`config.mk`:
```
export PLATFORM = sky130hd
export DESIGN_NAME = display_scan_ctrl_flat
export DESIGN_NICKNAME = d
export VERILOG_FILES = /design/src/rtl/display_scan_ctrl_if.sv /design/src/rtl/display_scan_ctrl.sv /design/src/flat_wrapper.sv
export SDC_FILE = /design/constraint.sdc
export NUM_CORES = 1
export LEC_CHECK = 0
export BUFFER_PORTS_ARGS = -buffer_cell sky130_fd_sc_hd__buf_2
export CORE_MARGIN = 4
export CORE_UTILIZATION = 59
export DETAILED_ROUTE_END_ITERATION = 7
export HOLD_SLACK_MARGIN = 0.12
export PLACE_DENSITY = 0.78
export SLEW_MARGIN = 20
export SYNTH_ARGS = -nofsm -noshare
export SYNTH_HDL_FRONTEND = slang
export SYNTH_SLANG_ARGS = --single-unit
```
`constraint.sdc`:
```
create_clock -name clk -period 4.3 [get_ports clk]
set_clock_uncertainty 0.05 [all_clocks]
set_input_delay 0.215 -clock clk [delete_from_list [all_inputs] [get_ports clk]]
set_output_delay 0.215 -clock clk [all_outputs]
set_load 0.02 [all_outputs]
```
`src/rtl/display_scan_ctrl_if.sv`:
```
// rtl/display_scan_ctrl_if.sv - control and scan-output bundle for the 7-seg scan controller
interface display_scan_ctrl_if;
   logic       en;
   logic [3:0] blank_mask;
   logic [3:0] brightness;
   logic [1:0] SS;
   logic [3:0] an;
   logic       digit_tick;
   logic       frame_done;

   modport master (
      output en, blank_mask, brightness,
      input  SS, an, digit_tick, frame_done
   );

   modport slave (
      input  en, blank_mask, brightness,
      output SS, an, digit_tick, frame_done
   );
endinterface

```
`src/rtl/display_scan_ctrl.sv`:
```
// rtl/display_scan_ctrl.sv - 4-digit 7-seg scan controller with per-digit blanking and 16-level PWM
module display_scan_ctrl #(
   parameter int PRESCALE = 100000,
   parameter int CNT_W    = 17
) (
   input  logic                clk,
   input  logic                reset,
   display_scan_ctrl_if.slave  bus
);

   localparam logic [CNT_W-1:0] SLOT_LAST = CNT_W'(PRESCALE - 1);
   localparam logic [CNT_W-1:0] SUB_LAST  = CNT_W'(PRESCALE / 16 - 1);

   logic [CNT_W-1:0] slot_cnt, slot_n;
   logic [CNT_W-1:0] sub_cnt,  sub_n;
   logic [3:0]       phase,    phase_n;
   logic [1:0]       ss,       ss_n;
   logic [3:0]       blank_lat, blank_n;
   logic [3:0]       bright_lat, bright_n;
   logic [3:0]       an,       an_n;
   logic             digit_tick, tick_n;
   logic             frame_done, frame_n;

   always_ff @(posedge clk) begin
      if (reset) begin
         slot_cnt   <= '0;
         sub_cnt    <= '0;
         phase      <= '0;
         ss         <= '0;
         an         <= 4'hf;
         digit_tick <= 1'b0;
         frame_done <= 1'b0;
         blank_lat  <= bus.blank_mask;
         bright_lat <= bus.brightness;
      end else begin
         slot_cnt   <= slot_n;
         sub_cnt    <= sub_n;
         phase      <= phase_n;
         ss         <= ss_n;
         an         <= an_n;
         digit_tick <= tick_n;
         frame_done <= frame_n;
         blank_lat  <= blank_n;
         bright_lat <= bright_n;
      end
   end

   // Settings only reload on the 3->0 wrap so a frame never mixes old and new values.
   always_comb begin
      slot_n   = slot_cnt;
      sub_n    = sub_cnt;
      phase_n  = phase;
      ss_n     = ss;
      blank_n  = blank_lat;
      bright_n = bright_lat;
      tick_n   = 1'b0;
      frame_n  = 1'b0;
      if (bus.en) begin
         if (slot_cnt == SLOT_LAST) begin
            slot_n = '0;
            sub_n  = '0;
            phase_n = '0;
            ss_n   = ss + 2'd1;
            tick_n = 1'b1;
            if (ss == 2'd3) begin
               frame_n  = 1'b1;
               blank_n  = bus.blank_mask;
               bright_n = bus.brightness;
            end
         end else begin
            slot_n = slot_cnt + 1'b1;
            if (sub_cnt == SUB_LAST) begin
               sub_n   = '0;
               phase_n = phase + 4'd1;
            end else begin
               sub_n = sub_cnt + 1'b1;
            end
         end
      end
   end

   // Anodes derive from next-state values so they switch on the same edge as SS.
   always_comb begin
      an_n = 4'hf;
      if (bus.en && !blank_n[ss_n] && (phase_n <= bright_n))
         an_n[ss_n] = 1'b0;
   end

   assign bus.SS         = ss;
   assign bus.an         = an;
   assign bus.digit_tick = digit_tick;
   assign bus.frame_done = frame_done;

endmodule

```
`src/flat_wrapper.sv`:
```
// flat-port wrapper written by rule: the top's interface ports become plain ports
module display_scan_ctrl_flat 
#(
   parameter int PRESCALE = 100000,
   parameter int CNT_W    = 17
)
  (clk, reset, bus_en, bus_blank_mask, bus_brightness, bus_SS, bus_an, bus_digit_tick, bus_frame_done);
  display_scan_ctrl_if bus_i ();
  input  logic clk;
  input  logic reset;
  input wire logic [$bits(bus_i.en)-1:0] bus_en;
  input wire logic [$bits(bus_i.blank_mask)-1:0] bus_blank_mask;
  input wire logic [$bits(bus_i.brightness)-1:0] bus_brightness;
  output wire logic [$bits(bus_i.SS)-1:0] bus_SS;
  output wire logic [$bits(bus_i.an)-1:0] bus_an;
  output wire logic [$bits(bus_i.digit_tick)-1:0] bus_digit_tick;
  output wire logic [$bits(bus_i.frame_done)-1:0] bus_frame_done;
  assign bus_i.en = bus_en;
  assign bus_i.blank_mask = bus_blank_mask;
  assign bus_i.brightness = bus_brightness;
  assign bus_SS = bus_i.SS;
  assign bus_an = bus_i.an;
  assign bus_digit_tick = bus_i.digit_tick;
  assign bus_frame_done = bus_i.frame_done;
  display_scan_ctrl #(.PRESCALE(PRESCALE), .CNT_W(CNT_W)) u_core (.clk(clk), .reset(reset), .bus(bus_i));
endmodule
```
* Word level (Yosys, flattened, before mapping)
Index checks and enable logic that the tools add are counted.
Word-level totals: word-level logic and storage cells 52, output and inout port bits 8, bits in latches 0, ROM bits 0, bits in writable memories 0, memories 0, register bits after elaboration 54
Operators by class: bitwise logic cells 4, add/subtract/negate cells 4, mux-type cells 22, reductions and logical operators 7, eq/ne operators 3, $mul 0, $lt $le $gt $ge 3, divide/modulo/power cells 0, shift-type cells 0
Operators by type and width (number):
- 2-to-1 mux 17 bit | 3
- 2-to-1 mux 4 bit | 11
- adder 17 x 1 -> 17 bit, second input constant | 2
- == test 17 x 13 -> 1 bit, second input constant | 1
- == test 17 bit, second input constant | 1
- adder 4 x 1 -> 4 bit, second input constant | 1
- less-or-equal comparator 4 bit | 1
- 2-to-1 mux 1 bit | 4
- 2-to-1 mux 2 bit | 2
- inverter 4 bit | 1
- OR reduction 2 bit | 2
- logical AND 1 bit | 3
- less-than comparator 2 x 3 -> 1 bit, second input constant | 1
- inverter 1 bit | 3
- OR reduction 3 bit | 1
- adder 2 x 1 -> 2 bit, second input constant | 1
- binary-select mux 1 bit (select 2 bit) | 1
- demux 1 bit (select 2 bit) | 1
- == test 2 bit, second input constant | 1
- >= comparator 2 x 1 -> 1 bit, second input constant | 1
- zero test 1 bit | 1

* Logic depth before layout (Yosys ltp)
depth in word-level cells 11, gate-level depth with buffers 13, depth with buffers taken out 13

* Worst setup path after synthesis
No wires, ideal clock.
kind register -> register, from register u_core.sub_cnt[0], to register u_core.an[1], in the netlist u_core.bus.an[1], clock period less this slack 3.236 ns, cell stages (with the launch flop) 13, setup slack 1.064 ns, arrival 3.026 ns, path buffers 0, required time 4.090 ns, path through dfxtp_1 -> ha_1 -> or4b_1 -> nor4_4 -> nand2_2 -> mux2i_1 -> nor2_1 -> ha_1 -> nor2b_1 -> o21ai_0 -> a21oi_1 -> a2111oi_0 -> o21ai_0
On the way: cells in the longest elaborated chain, start to end 8
Ends and longest elaborated chain:
- start: declaration | line display_scan_ctrl.sv:15 | logic [CNT_W-1:0] sub_cnt, sub_n;
- start signal: assignment | line display_scan_ctrl.sv:37 | sub_cnt <= sub_n;
- == test 17 x 13 -> 1 bit | line display_scan_ctrl.sv:72 | if (sub_cnt == SUB_LAST) begin
- 2-to-1 mux 4 bit | line display_scan_ctrl.sv:72
- 2-to-1 mux 4 bit | line display_scan_ctrl.sv:59 | if (slot_cnt == SLOT_LAST) begin
- 2-to-1 mux 4 bit | line display_scan_ctrl.sv:58 | if (bus.en) begin
- named net u_core.phase_n[1] | line display_scan_ctrl.sv:16 | logic [3:0] phase, phase_n;
- less-or-equal comparator 4 bit | line display_scan_ctrl.sv:85 | if (bus.en && !blank_n[ss_n] && (phase_n <= bright_n))
- logical AND 1 bit | line display_scan_ctrl.sv:85
- inverter 1 bit (no source line)
- OR reduction 2 bit (no source line)
- end signal: assignment | line display_scan_ctrl.sv:40 | an <= an_n;
- end: declaration | line display_scan_ctrl.sv:20 | logic [3:0] an, an_n;
The timed path passes the listed nets, and every way through them passes these cells. A chain may end at the register's enable or synchronous reset.

* Worst setup path after layout
from register u_core.sub_cnt[0], to register u_core.an[2], in the netlist u_core.bus.an[2]
Same word-level chain as after synthesis.

==> results.md <==
- Max Slew Vio Count: 0
- Largest net degree at the start of global routing: 19
- Initial DRC Count: between 70 and 80
- Fin. Hold Viols: 0
- Clock Pin Slew Worst Setup and Hold Paths: 0.09 ns
- Outcome: finished clean
- Crit Path Class: reg2reg
- Ant. Diodes: 0
- Crit-path cells: ha_1 > or4b_1 > nor4_4 > nand2_2 > mux2i_1 > nor2_1 > ha_1 > nor2b_1 > o21ai_0 > a21oi_1 > a2111oi_0 > buf_4 > nand4b_1
- Chip height: approximately 73 µm
- Max Freq: 288 MHz
- Placement Setup Slack: between 0.8 and 0.9 ns
- Final period util: 0.808
- Hold Path Sink: u_core.bus.SS[0]$_SDFF_PP0_
- Area growth syn-to-layout: 12.9%
- Cell taking the most area after synthesis: dfxtp_1
- Clock Latency Late Sink: about 0.31 ns
- Yosys top cell area share: 0.429
- Max clock buf depth: 2
- Sw frac: 0.213
- Post-DRT Antenna Nets: 0
- Layout cells sized above 1: 0.122
- Reg power frac: 0.574
- All-Layer GR Usage: 0.199
- Core Area: roughly 0.0041 mm²
- I/O pin cnt: 19
- Hold path cells: 2
- Post-synth ARST share: 0
- Largest stage delay on the critical path: 0.49 ns
- Mean Syn Cell Area: around 9 µm²
- CTS H-tree depth: 2
- Die W: between 70 and 80 µm
- Vias in the first global route: slightly below 2000
- Synth Warn #: 0
- Seq cells post-synth: 54
- R2R Setup Slk: 0.83 ns
- Fin util: 0.701
- Routed len/inst: between 10 and 15 µm
- Synth Instances: about 280
- Filler Cells Inserted: roughly 320
- CTS sink count: 54
- Syn_nets: approximately 300
- Clock power frac: 0.367
- Final setup viols: 0
- HP Class: in2reg
- RSZ-0062 raised after global routing: false
- Ys flop type: dfxtp_1
- Worst reg-to-reg path cell count: 13
- Post-synthesis sequential area ratio: 0.429
- P per Cell Area: 318 mW/mm²
- Post-synthesis cell area: ~0.0025 mm²
- Root buffer cell: clkbuf_8
- DR pass1 iterations: 4
- Pwr Total: roughly 0.00090 W
- Final WS setup: just over 0.8 ns
- Comb pwr share: 0.059
- Slowest-stage cell, CP: or4b_1
- Max_cap viols: 0
- Least-Margin Pin Slew: ~0.63 ns
- Initial antenna violation count: 0
- Endpoint class of the critical path: flip-flop
- Buffers on Ports: 18
- WP data arrival: 3.61 ns
- FF-to-FF Start: u_core.sub_cnt[0]$_SDFFE_PP0P_
- Residual DRC count: 0
- Req. time, crit path: 4.43 ns
- Leak pwr: approximately 1.2 nW
- DPL Wire Length: roughly 3400 µm
- Synth top area cells: dfxtp_1 (43%), xor2_1 (8.0%), nor2_1 (6.4%), ha_1 (4.5%), nand2_1 (3.9%)
- Min cycle time layout: roughly 3.5 ns
- Layout Nets: 323
- Setup TNS: 0 ns
- Initial Util: 0.621
- Drt total wl: just under 5000 µm
- CTS tree: yes
- Worst Hold Launch: reset
- GP Congestion: between 0.8 and 0.9
- Vias: slightly below 2000
- Worst R2R End: u_core.bus.an[2]$_SDFF_PP1_
- Int Power: roughly 0.0007 W
- FP Rows: 23
- Crit path max fanout: 6
- Number of vias per cell: around 5.5
- Total CTS buffers: 5
- P_sw: about 0.00019 W
- Crit start category: flip-flop
- Die Area: 0.00538 mm²
- Max transition margin: 0.580
- Worst path most repeated cell: ha_1
- Synth cell types: 39
- Peak VDD IR: 0.000228 V
- Post-synth EDFFs: 0
- GRT Residual Overflow: 0
- First-pass GRT wire length: around 8400 µm
## kinds of logic (layout without fill, tap and decap cells)
group,after synthesis,in the layout,synth area share
fa+ha+maj,9,9,0.0447
compound gates,14,14,0.0358
simple gates,135,135,0.282
mux,18,18,0.0765
xor+xnor,32,32,0.111
flops,54,54,0.429
buf+inv,13,42,0.0209
## worst max-delay path: cells and delay by family (launching register included)
| kind | cells | cell delay (ns) |
|---|---|---|
| flops | 1 | 0.44 |
| fa+ha+maj | 2 | 0.49 |
| simple gates | 6 | 1.29 |
| mux | 1 | 0.21 |
| compound gates | 3 | 0.66 |
| buf+inv | 1 | 0.21 |
## layout make-up
type	count	area, µm²	area share
clock buffers	7	76.3	0.0268
well taps	50	62.6	0.0220
flip-flops and latches	54	1080	0.380
repair buffers	28	185	0.0651
multi-input cells	208	1390	0.487
inverters	6	22.5	0.00792
clock inverters	1	30.0	0.0106
## timing repair
item / CTS / global route
setup buffers: 0 / 0
hold buffers: 8 / 0
gates resized for setup: 0 / 0
endpoints found under the hold margin: 10 / 0
## cell usage after synthesis, types with 2 or more instances
| cell | count |
|---|---|
| ha_1 | 9 |
| nor2b_1 | 3 |
| nor4_1 | 3 |
| o21ai_0 | 3 |
| nor3_1 | 5 |
| nor4b_1 | 2 |
| buf_2 | 3 |
| dfxtp_1 | 54 |
| mux2_1 | 8 |
| a21oi_1 | 6 |
| inv_1 | 6 |
| nand4_1 | 10 |
| xnor2_1 | 9 |
| and4_1 | 2 |
| and3_1 | 7 |
| mux2_2 | 2 |
| nand3_1 | 17 |
| clkbuf_1 | 4 |
| nor2_1 | 43 |
| xor2_1 | 23 |
| nand2_1 | 26 |
| nand3b_1 | 3 |
| and3_2 | 2 |
| or4b_1 | 3 |
| mux2i_1 | 8 |
## routing by layer
layer / track usage / wire length (µm) / part of all wire / vias up
met3: 0.0438 / 126 / 0.026 / 8
met5: 0 / 0 / 0 / -
met4: 0.0785 / 78 / 0.016 / 0
met1: 0.244 / 2290 / 0.47 / 929
li1: - / - / - / 1007
met2: 0.338 / 2350 / 0.48 / 20
## stage by stage
stage	hold WS [ns]	std cells	cell area, µm²
floorplan	0.290	275	2520
global placement	0.385	338	2660
detailed placement	0.389	338	2660
CTS	0.195	354	2840
global route	0.219	354	2840
finish	0.205	354	2840
## worst max-delay path by stage
stage,depth (start not counted),start,slack [ns],end
floorplan,12,u_core.sub_cnt[0]$_SDFFE_PP0P_,1.06,u_core.bus.an[1]$_SDFF_PP1_
global placement,13,u_core.sub_cnt[0]$_SDFFE_PP0P_,0.95,u_core.bus.an[2]$_SDFF_PP1_
detailed placement,13,u_core.sub_cnt[0]$_SDFFE_PP0P_,0.89,u_core.bus.an[2]$_SDFF_PP1_
CTS,13,u_core.sub_cnt[0]$_SDFFE_PP0P_,0.87,u_core.bus.an[2]$_SDFF_PP1_
global route,13,u_core.sub_cnt[0]$_SDFFE_PP0P_,0.53,u_core.bus.an[2]$_SDFF_PP1_
finish,13,u_core.sub_cnt[0]$_SDFFE_PP0P_,0.83,u_core.bus.an[2]$_SDFF_PP1_
## cells in the final DEF (no fill, tap or decap), drive strengths merged, types with 2 or more instances in the layout
cell	n
nand3b	3
nor4	4
clkbuf	7
or4b	3
mux2	10
nor2b	3
dfxtp	54
nand3	17
nor2	43
xor2	23
nor4b	2
buf	20
mux2i	8
a21oi	7
ha	9
nand2	28
or4	2
o21ai	4
and3	9
inv	6
nor3	5
nand4	10
xnor2	9
dlygate4sd3	8
and4	3
## power groups by stage
| stage | logic, W | registers (W) | clock network [W] |
|---|---|---|---|
| floorplan | 0.0000318 | 0.000529 | 0 |
| global placement | 0.0000459 | 0.000529 | 0 |
| detailed placement | 0.0000474 | 0.000530 | 0 |
| CTS | 0.0000534 | 0.000518 | 0.000340 |
| global route | 0.0000592 | 0.000521 | 0.000360 |
| finish | 0.0000533 | 0.000519 | 0.000332 |
## sequential cells by signal, indices dropped and copies added (netlist names)
name	count
u_core.bus.an	4
u_core.bus.SS	2
u_core.slot_cnt	17
u_core.bus.frame_done	1
u_core.sub_cnt	17
u_core.bus.digit_tick	1
u_core.phase	4
u_core.blank_lat	4
u_core.bright_lat	4
No activity file was read; power rests on OpenSTA's default activity.
